--- config.mk ---
export PLATFORM = sky130hd
export DESIGN_NAME = ysyx_210247_mem_stage
export DESIGN_NICKNAME = d
export VERILOG_FILES = /design/src/rtl/ysyx_210247_mem_stage_pkg.sv /design/src/rtl/ysyx_210247_mem_align.sv /design/src/rtl/ysyx_210247_mem_stage.sv
export SDC_FILE = /design/constraint.sdc
export NUM_CORES = 1
export LEC_CHECK = 0
export BUFFER_PORTS_ARGS = -buffer_cell sky130_fd_sc_hd__buf_2
export CAP_MARGIN = 10
export CORE_AREA = 2 2 265 267
export DETAILED_ROUTE_END_ITERATION = 7
export DIE_AREA = 0 0 267 269
export SLEW_MARGIN = 5
export SYNTH_ARGS = -nofsm -noshare
export SYNTH_HDL_FRONTEND = slang
export SYNTH_HIERARCHICAL = 1
export SYNTH_SLANG_ARGS = --single-unit
--- constraint.sdc ---
create_clock -name clk -period 4.5 [get_ports clk]
set_input_delay 0.225 -clock clk [delete_from_list [all_inputs] [get_ports clk]]
set_output_delay 0.225 -clock clk [all_outputs]
set_load 0.01 [all_outputs]
--- src/rtl/ysyx_210247_mem_stage_pkg.sv ---
// Shared types for the MEM pipeline stage.
//   ex_to_mem_t : EX/MEM register contents consumed by the stage
//   mem_to_wb_t : bus presented to the MEM/WB register
//   mem_size_e  : access size encoding (B/H/W/D)
//   state_e     : transaction state of the stage
package ysyx_210247_mem_stage_pkg;

  localparam int XLEN = 64;

  typedef enum logic [1:0] {
    SZ_B = 2'd0,
    SZ_H = 2'd1,
    SZ_W = 2'd2,
    SZ_D = 2'd3
  } mem_size_e;

  typedef enum logic [1:0] {
    ST_IDLE  = 2'd0,
    ST_WAIT  = 2'd1,
    ST_DONE  = 2'd2,
    ST_DRAIN = 2'd3
  } state_e;

  typedef struct packed {
    logic [63:0] pc;
    logic [31:0] inst;
    logic [4:0]  rd;
    logic        rd_wen;
    logic        mem_ren;
    logic        mem_wen;
    logic [1:0]  mem_size;
    logic        mem_unsigned;
    logic [63:0] addr;
    logic [63:0] wdata;
    logic [63:0] alu_result;
  } ex_to_mem_t;

  typedef struct packed {
    logic [63:0] pc;
    logic [31:0] inst;
    logic [4:0]  rd;
    logic        rd_wen;
    logic [63:0] wb_data;
  } mem_to_wb_t;

  localparam int EX_TO_MEM_W = $bits(ex_to_mem_t);
  localparam int MEM_TO_WB_W = $bits(mem_to_wb_t);

  // Byte-strobe pattern for an access of the given size at lane 0.
  function automatic logic [7:0] strb_base(input logic [1:0] size);
    case (mem_size_e'(size))
      SZ_B:    strb_base = 8'h01;
      SZ_H:    strb_base = 8'h03;
      SZ_W:    strb_base = 8'h0F;
      default: strb_base = 8'hFF;
    endcase
  endfunction

endpackage

--- src/rtl/ysyx_210247_mem_align.sv ---
// Combinational load extract/extend and store lane placement.
//   off         : addr[2:0], byte offset within the doubleword
//   size        : access size (mem_size_e encoding)
//   is_unsigned : zero-extend loads (ignored for D)
//   rdata       : aligned 64-bit read doubleword
//   wdata       : store data in its low bits
//   load_data   : extracted and extended load value
//   store_data  : store data replicated and shifted into its lanes
//   store_strb  : byte strobes for the store
module ysyx_210247_mem_align
  import ysyx_210247_mem_stage_pkg::*;
(
  input  logic [2:0]  off,
  input  logic [1:0]  size,
  input  logic        is_unsigned,
  input  logic [63:0] rdata,
  input  logic [63:0] wdata,
  output logic [63:0] load_data,
  output logic [63:0] store_data,
  output logic [7:0]  store_strb
);

  logic [5:0]  shamt;
  logic [63:0] field;
  logic [63:0] lanes;

  assign shamt = {off, 3'b000};
  assign field = rdata >> shamt;

  // NOTE: every output of this block is given a value on every path through
  // the case statements, so no latch is inferred.
  always_comb begin
    case (mem_size_e'(size))
      SZ_B: begin
        load_data = is_unsigned ? {56'd0, field[7:0]}  : {{56{field[7]}},  field[7:0]};
        lanes     = {8{wdata[7:0]}};
      end
      SZ_H: begin
        load_data = is_unsigned ? {48'd0, field[15:0]} : {{48{field[15]}}, field[15:0]};
        lanes     = {4{wdata[15:0]}};
      end
      SZ_W: begin
        load_data = is_unsigned ? {32'd0, field[31:0]} : {{32{field[31]}}, field[31:0]};
        lanes     = {2{wdata[31:0]}};
      end
      default: begin
        load_data = field;
        lanes     = wdata;
      end
    endcase
  end

  // Accesses are naturally aligned, so shifting the replicated pattern puts
  // the data exactly in the strobed lanes.
  assign store_data = lanes << shamt;
  assign store_strb = strb_base(size) << off;

endmodule

--- src/rtl/ysyx_210247_mem_stage.sv ---
// MEM pipeline stage. Non-memory instructions pass straight through; loads
// and stores issue one request on the data-memory port, wait for the
// response, then present a result to MEM/WB with valid/allow handshaking.
// A flush while a request is outstanding without its response parks the
// stage in DRAIN until the orphan response arrives.
//   clk, rst            : clock, synchronous active-high reset
//   flush               : kills the in-stage instruction
//   mem_valid_in        : EX/MEM holds a valid instruction
//   ex_to_mem_bus_i     : EX/MEM register contents
//   mem_allow_in        : stage can accept/retire its input
//   mem_valid_out       : result valid toward MEM/WB
//   mem_to_wb_bus_o     : result bus toward MEM/WB
//   mem_allow_out       : MEM/WB accepts this cycle
//   dmem_req_*          : request channel (valid/ready)
//   dmem_resp_*         : response channel (always accepted)
module ysyx_210247_mem_stage
  import ysyx_210247_mem_stage_pkg::*;
#(
  parameter int XLEN = 64
) (
  input  logic              clk,
  input  logic              rst,
  input  logic              flush,
  input  logic              mem_valid_in,
  input  ex_to_mem_t        ex_to_mem_bus_i,
  output logic              mem_allow_in,
  output logic              mem_valid_out,
  output mem_to_wb_t        mem_to_wb_bus_o,
  input  logic              mem_allow_out,
  output logic              dmem_req_valid,
  input  logic              dmem_req_ready,
  output logic              dmem_req_wen,
  output logic [XLEN-1:0]   dmem_req_addr,
  output logic [1:0]        dmem_req_size,
  output logic [XLEN-1:0]   dmem_req_wdata,
  output logic [7:0]        dmem_req_wstrb,
  input  logic              dmem_resp_valid,
  input  logic [XLEN-1:0]   dmem_resp_rdata
);

  state_e      state;
  state_e      state_next;
  logic [63:0] result;
  logic        capture;
  logic        is_mem;
  logic        is_store;
  logic [63:0] load_data;
  logic [63:0] store_data;
  logic [7:0]  store_strb;

  assign is_mem   = ex_to_mem_bus_i.mem_ren | ex_to_mem_bus_i.mem_wen;
  // A load takes priority if both enables are (illegally) set.
  assign is_store = ex_to_mem_bus_i.mem_wen & ~ex_to_mem_bus_i.mem_ren;

  ysyx_210247_mem_align u_align (
    .off         (ex_to_mem_bus_i.addr[2:0]),
    .size        (ex_to_mem_bus_i.mem_size),
    .is_unsigned (ex_to_mem_bus_i.mem_unsigned),
    .rdata       (dmem_resp_rdata),
    .wdata       (ex_to_mem_bus_i.wdata),
    .load_data   (load_data),
    .store_data  (store_data),
    .store_strb  (store_strb)
  );

  // Request fields come straight from the EX/MEM register, which is held
  // stable because mem_allow_in stays low for the whole transaction.
  assign dmem_req_wen   = is_store;
  assign dmem_req_addr  = ex_to_mem_bus_i.addr;
  assign dmem_req_size  = ex_to_mem_bus_i.mem_size;
  assign dmem_req_wdata = store_data;
  assign dmem_req_wstrb = is_store ? store_strb : 8'h00;

  always_comb begin
    state_next     = state;
    capture        = 1'b0;
    dmem_req_valid = 1'b0;
    mem_valid_out  = 1'b0;
    mem_allow_in   = 1'b0;
    case (state)
      ST_IDLE: begin
        if (mem_valid_in && is_mem) begin
          if (!flush) begin
            dmem_req_valid = 1'b1;
            if (dmem_req_ready) state_next = ST_WAIT;
          end
        end else begin
          mem_valid_out = mem_valid_in & ~flush;
          mem_allow_in  = ~mem_valid_in | mem_allow_out;
        end
      end
      ST_WAIT: begin
        if (dmem_resp_valid) begin
          if (flush) begin
            state_next = ST_IDLE;
          end else begin
            capture    = 1'b1;
            state_next = ST_DONE;
          end
        end else if (flush) begin
          state_next = ST_DRAIN;
        end
      end
      ST_DONE: begin
        mem_valid_out = ~flush;
        mem_allow_in  = mem_allow_out;
        if (flush || mem_allow_out) state_next = ST_IDLE;
      end
      default: begin
        // The orphan response of a flushed request is swallowed here.
        if (dmem_resp_valid) state_next = ST_IDLE;
      end
    endcase
  end

  // NOTE: sequential state uses non-blocking assignments so every register
  // samples the pre-edge values, independent of statement order.
  always_ff @(posedge clk) begin
    if (rst) begin
      state  <= ST_IDLE;
      result <= '0;
    end else begin
      state <= state_next;
      if (capture) result <= ex_to_mem_bus_i.mem_ren ? load_data : 64'd0;
    end
  end

  assign mem_to_wb_bus_o.pc      = ex_to_mem_bus_i.pc;
  assign mem_to_wb_bus_o.inst    = ex_to_mem_bus_i.inst;
  assign mem_to_wb_bus_o.rd      = ex_to_mem_bus_i.rd;
  assign mem_to_wb_bus_o.rd_wen  = ex_to_mem_bus_i.rd_wen;
  assign mem_to_wb_bus_o.wb_data = (state == ST_DONE) ? result : ex_to_mem_bus_i.alu_result;

endmodule

## Word level (Yosys, flattened, before mapping)

Cells that the tools add are included.
Widths: inputs -> output; s select.

| operators by class | value |
|---|---|
| equality and inequality tests | 9 |
| reduce and logical (&&, ||, !) cells | 6 |
| multiplexer cells | 27 |
| shifts and indexed selects | 3 |
| bitwise operators | 7 |

Operators by type and width:

| cell | number |
|---|---|
| $pmux 64 s3 | 2 |
| $mux 64 | 5 |
| $shl 64x6->64 | 1 |
| $shr 64x6->64 | 1 |
| $pmux 8 s3 | 1 |
| $mux 2 | 8 |
| $mux 8 | 1 |
| $ne 2x2->1 const B | 4 |
| $shl 8x3->8 | 1 |
| $mux 1 | 7 |
| $pmux 2 s3 | 1 |
| $reduce_and 6->1 | 1 |
| $eq 2x1->1 const B | 2 |
| $eq 2x2->1 const B | 2 |
| $logic_not 2->1 | 2 |
| $pmux 1 s2 | 2 |
| $reduce_bool 4->1 | 1 |
| $ne 3x3->1 const B | 1 |
| $not 1->1 | 3 |
| $and 1x1->1 | 2 |
| $or 1x1->1 | 2 |
| $logic_and 1x1->1 | 1 |
| $logic_or 1x1->1 | 1 |

| storage, ports and cells | value |
|---|---|
| logic and storage cells | 54 |
| input bits | 370 |
| output and inout port bits | 308 |
| register bits after elaboration | 66 |

## Longest topological paths before layout

Gate-level depths: netlist of the first run.

| depth | value |
|---|---|
| depth in word-level cells | 4 |
| depth in mapped cells | 10 |

## Cells and area by module

Netlist of the first run, hierarchy kept.

Modules (own cells, without submodules):

| module | area an instance (µm²) | cells each | instances |
|---|---|---|---|
| ysyx_210247_mem_stage | 5111.2 | 554 | 1 |
| ysyx_210247_mem_align | 4882.2 | 763 | 1 |

## Worst setup path before layout of the first run

Ideal clock, no wire load.

| timing | value |
|---|---|
| path type | input to register |
| from | in ex_to_mem_bus_i[130] (netlist bit) |
| to | reg result[50] |
| arrival | 1922 ps |
| path slack | 2435 ps |
| library setup time | 143 ps |
| required time | 4357 ps |
| buffers on the path | 2 |
| cell stages on the path | 9 |
| cells stage by stage | buf_2 > mux2_4 > a32o_1 > o31a_1 > nor3_4 > buf_6 > o31ai_1 > nand3_2 > a21oi_2 |

| between the ends | value |
|---|---|
| word-level cells in the longest chain between the ends | 4 |

RTL lines:

| element | line | source |
|---|---|---|
| start: declaration | ysyx_210247_mem_stage.sv:25 | `input ex_to_mem_t ex_to_mem_bus_i,` |
| $shr 64x6->64 (*) | ysyx_210247_mem_align.sv:28 | `assign field = rdata >> shamt;` |
| $mux 64 (on tied branches) | ysyx_210247_mem_align.sv:43, ysyx_210247_mem_align.sv:35, ysyx_210247_mem_align.sv:39 |  |
| $pmux 64 s3 (*) | ysyx_210247_mem_align.sv:33 | `case (mem_size_e'(size))` |
| named net load_data[50] | ysyx_210247_mem_stage.sv:47 | `logic [63:0] load_data;` |
| $mux 64 (*) | ysyx_210247_mem_stage.sv:124 | `if (capture) result <= ex_to_mem_bus_i.mem_ren ? load_data : 64'd0;` |
| end signal: assignment | ysyx_210247_mem_stage.sv:124 |  |
| end: declaration | ysyx_210247_mem_stage.sv:43 | `logic [63:0] result;` |

The timed path passes the listed nets; every way through them passes the cells marked *.
A chain may end at the register's enable or synchronous reset.

## Worst setup path after layout of the first run

| timing | value |
|---|---|
| from | in ex_to_mem_bus_i[130] (netlist bit) |
| to | out dmem_req_wdata[54] |

| between the ends | value |
|---|---|
| word-level cells in the longest chain between the ends | 1 |

RTL lines:

| element | line | source |
|---|---|---|
| $shl 64x6->64 | ysyx_210247_mem_align.sv:55 | `assign store_data = lanes << shamt;` |
| end: declaration | ysyx_210247_mem_stage.sv:35 | `output logic [XLEN-1:0] dmem_req_wdata,` |

Every way passes these cells.

==> results.md, run 1 <==
* Min-Delay Path Class: in2reg
* Post-placement setup slack at 1.475 ns
* Netlist cell types at 62
* Count of placed standard cells including taps at 2,339
* First drt pass iteration count at 5
* Startpoint-to-endpoint class of the critical path: in2out
* Hold bufs inserted after CTS at 0
* Global Route Usage Sum at 15.92%
* Unrepaired setup endpoints after global routing: false
* Number of cells produced by synthesis at 1,317
* Final weighted congestion in routability-driven placement at 0.9472
* Combined area of all synthesized cells at 9993 um2
* Post-route total power at 2.276 mW
* Count of filler cells inserted in the layout at 7,958
* Depth of the worst register-to-register path at 4
* Timing startpoint of the critical path: ex_to_mem_bus_i[130]
* Remaining global-route overflow at 0
* Most common library cell in the layout ignoring fill and taps: sky130_fd_sc_hd__buf_2
* Fmax at 0.3523 GHz
* Post-CTS sizing at 0
* Transition time at the pin with the least slew margin at 1.059 ns
* Number of buffers added by the clock tree synthesis step at 9
* Number of clock sinks seen by CTS at 66
* Destination of the worst register-to-register timing path: result[32]$_SDFFE_PP0P_
* Antenna Violating Nets Remaining at 0
* Post-synthesis area per instance at 7.588 um2
* Reg clk slew, reported paths at 0.06 ns
* Number of global-route vias before repair at 9,842
* Type of origin of the critical path: input port
* Setup-failing EPs final at 0
* Count of yosys warnings during synthesis at 6
* EDFF count, synth at 0
* Critical-path cell with the highest stage delay: sky130_fd_sc_hd__buf_4
* Std-Cell Rows at 97
* Cell-by-cell trace of the critical path: buf_4 > buf_4 > or2_2 > nor2_1 > a22o_1 > a31oi_1 > o211ai_1 > buf_2
* CP most frequent cell: sky130_fd_sc_hd__buf_4
* Hold Vio Cnt, Final at 0
* Global-route wire length before repair at 80,470 um
* Slack of the worst reg-to-reg path at 2.25 ns
* Post-route fraction of the period consumed by the critical path at 63.08%
* Hpwl dp at 48,930 um
* End point of the critical path: dmem_req_wdata[54]
* Largest driver fanout on the critical path at 65
* Largest net degree at the start of global routing at 67
* Worst skew pair latency at 0.34 ns
* Setup TNS Final at 0 ns
* Die outline height at 269 um
* Initial Util at 14.42%
* Via count at 10,488
* Die width at 267 um
* Longest Clk Path Bufs at 2
* Share of synthesized area occupied by flip-flops and latches at 13.22%
* Final period demand of the worst path at 2.839 ns
* Async S/R FF share, synth at 0%
* WL/cell at 25.45 um
* Die area at 71,820 um2
* 1st-iter DRT viols at 674
* Number of nets in the layout at 1,780
* Cell leakage power at 4.748 nW
* Reg-to-reg critical path startpoint: state[0]$_SDFFE_PP0P_
* Result of the run: complete, no violations
* # IOs at 678
* TritonCTS clock tree: built
* Slowest Stage Delay on Critical Path at 0.59 ns
* Count of non-filler cells in the finished layout at 2,368
* Number of antenna violations at the first check in global routing at 33
* IO Port Bufs at 351
* Most instantiated flip-flop cell in the synthesis netlist: sky130_fd_sc_hd__dfxtp_1
* Crit path required time at 4.28 ns
* Cell type with the largest total area after synthesis: sky130_fd_sc_hd__buf_4
* Setup repair bufs after CTS at 0
* Pwr dens at 197.8 nW/um2
* Synth area leaders: sky130_fd_sc_hd__buf_4 13%, sky130_fd_sc_hd__dfxtp_1 13%, sky130_fd_sc_hd__mux2i_1 13%
* Post-route core utilization at 16.60%
* Clock Root Buffer: sky130_fd_sc_hd__clkbuf_16
* Setup Skew at 0.004735 ns
* Type of element capturing the critical path: output port
* Signed area change from the synthesized netlist to the final layout at 15.12%
* Number of nets in the synthesized netlist at 1,687
* DRC violations left at 0
* Commonest cells after routing, fill and taps aside: 345 x sky130_fd_sc_hd__buf_2, 188 x sky130_fd_sc_hd__nand2_1, 125 x sky130_fd_sc_hd__mux2i_1
* Ratio of cells with drive above 1 in the final layout at 42.47%
* Area of the core at 69,300 um2
* Slew HR at 29.23%
* Final wirelength at 60,260 um
* Max rail drop VDD at 0.1649 mV
* Number of synthesized register bits at 66
* Worst-case setup margin in the final layout at 1.661 ns
* Routed vias/inst at 4.429
* Fraction of synthesized cell area taken by the top area cell type at 13.45%
* CTS HTree Levels at 3
* Signal arrival time at the worst endpoint at 2.61 ns
* Total count of max-transition violations in the final report at 0
* Max-Cap Viols at 0
state kept, by name (all words and copies together), names as in the netlist:
| name | flops |
|---|---|
| result | 64 |
| state | 2 |
cell families (layout without fill, tap and decap cells):
| group | Yosys count | in the layout | synth area share, % |
|---|---|---|---|
| and+or+nand+nor | 425 | 425 | 21.62 |
| other | 0 | 13 | 0 |
| AOI/OAI and AO/OA | 310 | 310 | 22.15 |
| muxes | 215 | 215 | 22.81 |
| DFF | 66 | 66 | 13.22 |
| buffers and inverters | 301 | 399 | 20.20 |
stage by stage:
step / instance area (um2) / hold slack, ns
after floorplan: 9993 / 0.3793
after global placement: 11170 / 0.4407
after detailed placement: 11170 / 0.4432
after CTS: 11470 / 0.1702
after global routing: 11480 / 0.1885
final: 11500 / 0.1733
worst max-delay path, delay by kind of cell:
kind,cells,cell delay [ns]
AOI/OAI and AO/OA,3,0.45
buffers and inverters,3,1.30
and+or+nand+nor,2,0.57
where the power goes:
| group | total (mW) | switching [mW] | internal (mW) |
|---|---|---|---|
| clock network | 0.733 | 0.300 | 0.433 |
| logic | 0.954 | 0.586 | 0.368 |
| registers | 0.589 | 0.00298 | 0.586 |
| total | 2.28 | 0.888 | 1.39 |
cells in the mapped netlist (20+ instances only):
library cell,number
sky130_fd_sc_hd__a211oi_1,41
sky130_fd_sc_hd__o21ai_0,51
sky130_fd_sc_hd__buf_2,41
sky130_fd_sc_hd__a21oi_1,47
sky130_fd_sc_hd__mux2i_1,125
sky130_fd_sc_hd__clkbuf_1,48
sky130_fd_sc_hd__and2_1,21
sky130_fd_sc_hd__nand3_2,50
sky130_fd_sc_hd__buf_4,179
sky130_fd_sc_hd__a21oi_2,50
sky130_fd_sc_hd__nand2_1,188
sky130_fd_sc_hd__mux2_2,88
sky130_fd_sc_hd__o22ai_1,20
sky130_fd_sc_hd__dfxtp_1,66
sky130_fd_sc_hd__nor2_1,95
layer usage:
layer | GRT usage, % | routed length (um) | up-vias
met4 | 6.256 | 2949 | 18
met2 | 28.41 | 29210 | 708
met1 | 16.42 | 21120 | 4895
met3 | 6.840 | 6864 | 158
met5 | 0 | 114 | -
li1 | - | - | 4709
worst min-delay path by stage:
stage          slack, ns  depth (start not counted)                      end                     from
6_report            0.17                          3    state[0]$_SDFFE_PP0P_           dmem_req_ready
2_1_floorplan       0.38                          2    state[0]$_SDFFE_PP0P_             mem_valid_in
5_1_grt             0.19                          3    state[0]$_SDFFE_PP0P_           dmem_req_ready
3_5_place_dp        0.44                          2  result[34]$_SDFFE_PP0P_  result[34]$_SDFFE_PP0P_
4_1_cts             0.17                          3    state[0]$_SDFFE_PP0P_           dmem_req_ready
3_3_place_gp        0.44                          2  result[45]$_SDFFE_PP0P_  result[45]$_SDFFE_PP0P_
area by class of cell:
class | count | area [um2] | area share, %
Multi-Input combinational cell | 950 | 6680 | 58.06
Timing Repair Buffer | 376 | 1963 | 17.06
Sequential cell | 66 | 1321 | 11.48
Tap cell | 940 | 1176 | 10.22
Clock buffer | 9 | 225.2 | 1.958
Clock inverter | 7 | 80.08 | 0.6960
Antenna cell | 13 | 32.53 | 0.2828
Inverter | 7 | 26.28 | 0.2284
Note: power is estimated with default switching activity, not from simulation.
==> run 2: changes to the inputs <==
- CORE_AREA: 2 2 265 267 -> 2 2 260 262
- DIE_AREA: 0 0 267 269 -> 0 0 262 264
- clock period: 4.5 -> 2.6 ns (I/O delays scaled with it)
==> run 2 against run 1 <==
Die area fell by 3.7%. Register-to-register slack got worse by 1.4 ns. First-iteration DRC count rose by 23%. Utilization rose by 1.1 points. Design area rose by 2.4%. Count of clock-buffer cells in the layout did not move. Non-clock buffer count rose by 36. Wire length fell by 5.3%. Worst setup slack got worse by 1.3 ns. Largest cell class unchanged. Sequential share of layout area fell by 0.27 points. Combinational power rose by 79%.
==> results.md, run 2 (same netlist as run 1, synthesis figures left out) <==
* Largest register FFs at 64
* Register with the most flip-flops: result
* Post-placement cell area at 11,460 um2
* Startpoint-to-endpoint class of the critical path: in2out
* Signed area change from the synthesized netlist to the final layout at 17.85%
* Fmax at 0.4474 GHz
* Reg clk slew, reported paths at 0.06 ns
* Count of non-filler cells in the finished layout at 2,332
* Final design instance area without fill at 11,780 um2
* Unrepaired setup endpoints after global routing: false
* Combinational fraction of design power at 43.3%
* Number of buffers added by the clock tree synthesis step at 9
* DRC violations left at 0
* Number of nets in the layout at 1,816
* Commonest cells after routing, fill and taps aside: 346 x sky130_fd_sc_hd__buf_2, 188 x sky130_fd_sc_hd__nand2_1, 125 x sky130_fd_sc_hd__mux2i_1
* Type of origin of the critical path: input port
* Die outline height at 264 um
* Area of combinational cells with multiple inputs at 6680 um2
* Largest net degree at the start of global routing at 74
* Min-Delay Path Class: in2reg
* Pwr dens at 336.3 nW/um2
* Total count of max-transition violations in the final report at 0
* IO Port Bufs at 351
* Routed vias/inst at 4.534
* # IOs at 678
* Power share of the clock group at 31.0%
* CTS HTree Levels at 3
* Depth of the worst register-to-register path at 4
* Worst-case setup margin in the final layout at 0.3647 ns
* Number of clock sinks seen by CTS at 66
* Cell leakage power at 4.961 nW
* Post-route core utilization at 17.69%
* Count of filler cells inserted in the layout at 7,639
* Hold bufs inserted after CTS at 0
* Global Route Usage Sum at 15.69%
* Worst skew pair latency at 0.34 ns
* Final wirelength at 57,080 um
* Die area at 69,170 um2
* Global-route wire length before repair at 77,870 um
* 1st-iter DRT viols at 826
* WL/cell at 24.48 um
* Ratio of cells with drive above 1 in the final layout at 43.90%
* Slowest Stage Delay on Critical Path at 0.41 ns
* Fraction of power spent switching nets at 38.35%
* Post-placement setup slack at 0.2341 ns
* Timing startpoint of the critical path: ex_to_mem_bus_i[193]
* Crit path required time at 2.47 ns
* Number of global-route vias before repair at 10,374
* Std-Cell Rows at 95
* Sequential cell fraction of total power at 25.7%
* Final period demand of the worst path at 2.235 ns
* Destination of the worst register-to-register timing path: result[32]$_SDFFE_PP0P_
* Setup-failing EPs final at 0
* Type of element capturing the critical path: output port
* Hold path startpoint: mem_valid_in
* Cell-by-cell trace of the critical path: buf_2 > buf_4 > mux2i_1 > a211oi_1 > a211oi_1 > a211o_1 > o21ai_0 > buf_2
* Most common library cell in the layout ignoring fill and taps: sky130_fd_sc_hd__buf_2
* First drt pass iteration count at 5
* Largest registers: result x64, state x2
* Via count at 10,573
* WHS Path Cells at 3
* Internal power of the cells at 2.442 mW
* Sequential Area at 1321 um2
* Slack of the worst reg-to-reg path at 0.88 ns
* Longest Clk Path Bufs at 2
* Final weighted congestion in routability-driven placement at 0.9493
* Hold Vio Cnt, Final at 0
* Slew HR at 30.56%
* Critical-path cell with the highest stage delay: sky130_fd_sc_hd__mux2i_1
* Number of antenna violations at the first check in global routing at 20
* Transition time at the pin with the least slew margin at 1.042 ns
* Signal arrival time at the worst endpoint at 2.11 ns
* Die width at 262 um
* Count of placed standard cells including taps at 2,308
* Setup repair bufs after CTS at 0
* Max-Cap Viols at 0
* Reg-to-reg critical path startpoint: state[0]$_SDFFE_PP0P_
* Largest driver fanout on the critical path at 11
* Setup TNS Final at 0 ns
* Max rail drop VDD at 0.3514 mV
* Clock Root Buffer: sky130_fd_sc_hd__clkbuf_16
* Post-CTS sizing at 0
* Post-route fraction of the period consumed by the critical path at 85.97%
* Antenna Violating Nets Remaining at 0
* Setup Skew at 0.006381 ns
* Result of the run: complete, no violations
* TritonCTS clock tree: built
* End point of the most critical hold path: state[0]$_SDFFE_PP0P_
* Initial Util at 15.01%
* Hpwl dp at 47,220 um
* Switching Power at 1.519 mW
* Remaining global-route overflow at 0
* Area of the core at 66,560 um2
run 2: changes by cell type in the layout (fill, tap and decap cells not counted):
cell                       previous run  this run
sky130_fd_sc_hd__clkinv_4             4         0
sky130_fd_sc_hd__inv_6                0         1
sky130_fd_sc_hd__buf_12               0         9
sky130_fd_sc_hd__diode_2             13         8
sky130_fd_sc_hd__buf_4               30        56
sky130_fd_sc_hd__clkinv_2             0         3
sky130_fd_sc_hd__buf_2              345       346
run 2: worst max-delay path by stage:
stage | endpoint | slack (ns)
floorplan | result[50]$_SDFFE_PP0P_ | 0.63
global placement | result[10]$_SDFFE_PP0P_ | 0.23
detailed placement | result[10]$_SDFFE_PP0P_ | 0.23
CTS | mem_to_wb_bus_o[30] | 0.39
global route | dmem_req_wdata[54] | 0.29
finish | dmem_req_wdata[50] | 0.36
run 2: per-stage QoR:
| stage | power, mW | hold WS (ns) |
|---|---|---|
| 2_1_floorplan | 2.291 | 0.2843 |
| 6_report | 3.961 | 0.08731 |
| 3_3_place_gp | 2.746 | 0.2601 |
| 3_5_place_dp | 2.739 | 0.2601 |
| 4_1_cts | 3.980 | 0.07717 |
| 5_1_grt | 4.157 | 0.1205 |
run 2: power by group through the flow:
stage               Clock, mW  Combinational, mW  Sequential, mW
floorplan                   0               1.25            1.04
CTS                      1.26               1.70            1.02
finish                   1.23               1.71            1.02
global placement            0               1.70            1.04
global route             1.30               1.84            1.02
detailed placement          0               1.70            1.04
run 2: final cells by class:
type / instances / area share [%]
clock inverters: 7 / 0.5843
clock buffers: 9 / 1.912
inverters: 7 / 0.2231
multi-input cells: 950 / 56.72
repair buffers: 412 / 19.90
flip-flops and latches: 66 / 11.22
diodes: 8 / 0.1700
well taps: 873 / 9.274
run 2: metal layers:
| metal | global-route usage [%] | wire [um] | vias to the layer above |
|---|---|---|---|
| met5 | 0 | 64 | - |
| met4 | 8.505 | 3523 | 10 |
| met3 | 5.181 | 5765 | 157 |
| met2 | 27.80 | 27870 | 757 |
| met1 | 16.22 | 19860 | 4890 |
| li1 | - | - | 4759 |
run 2: critical path, delay by kind of cell:
family / cells / cell delay [ns]
compound gates: 4 / 0.74
buf+inv: 3 / 0.81
mux: 1 / 0.41
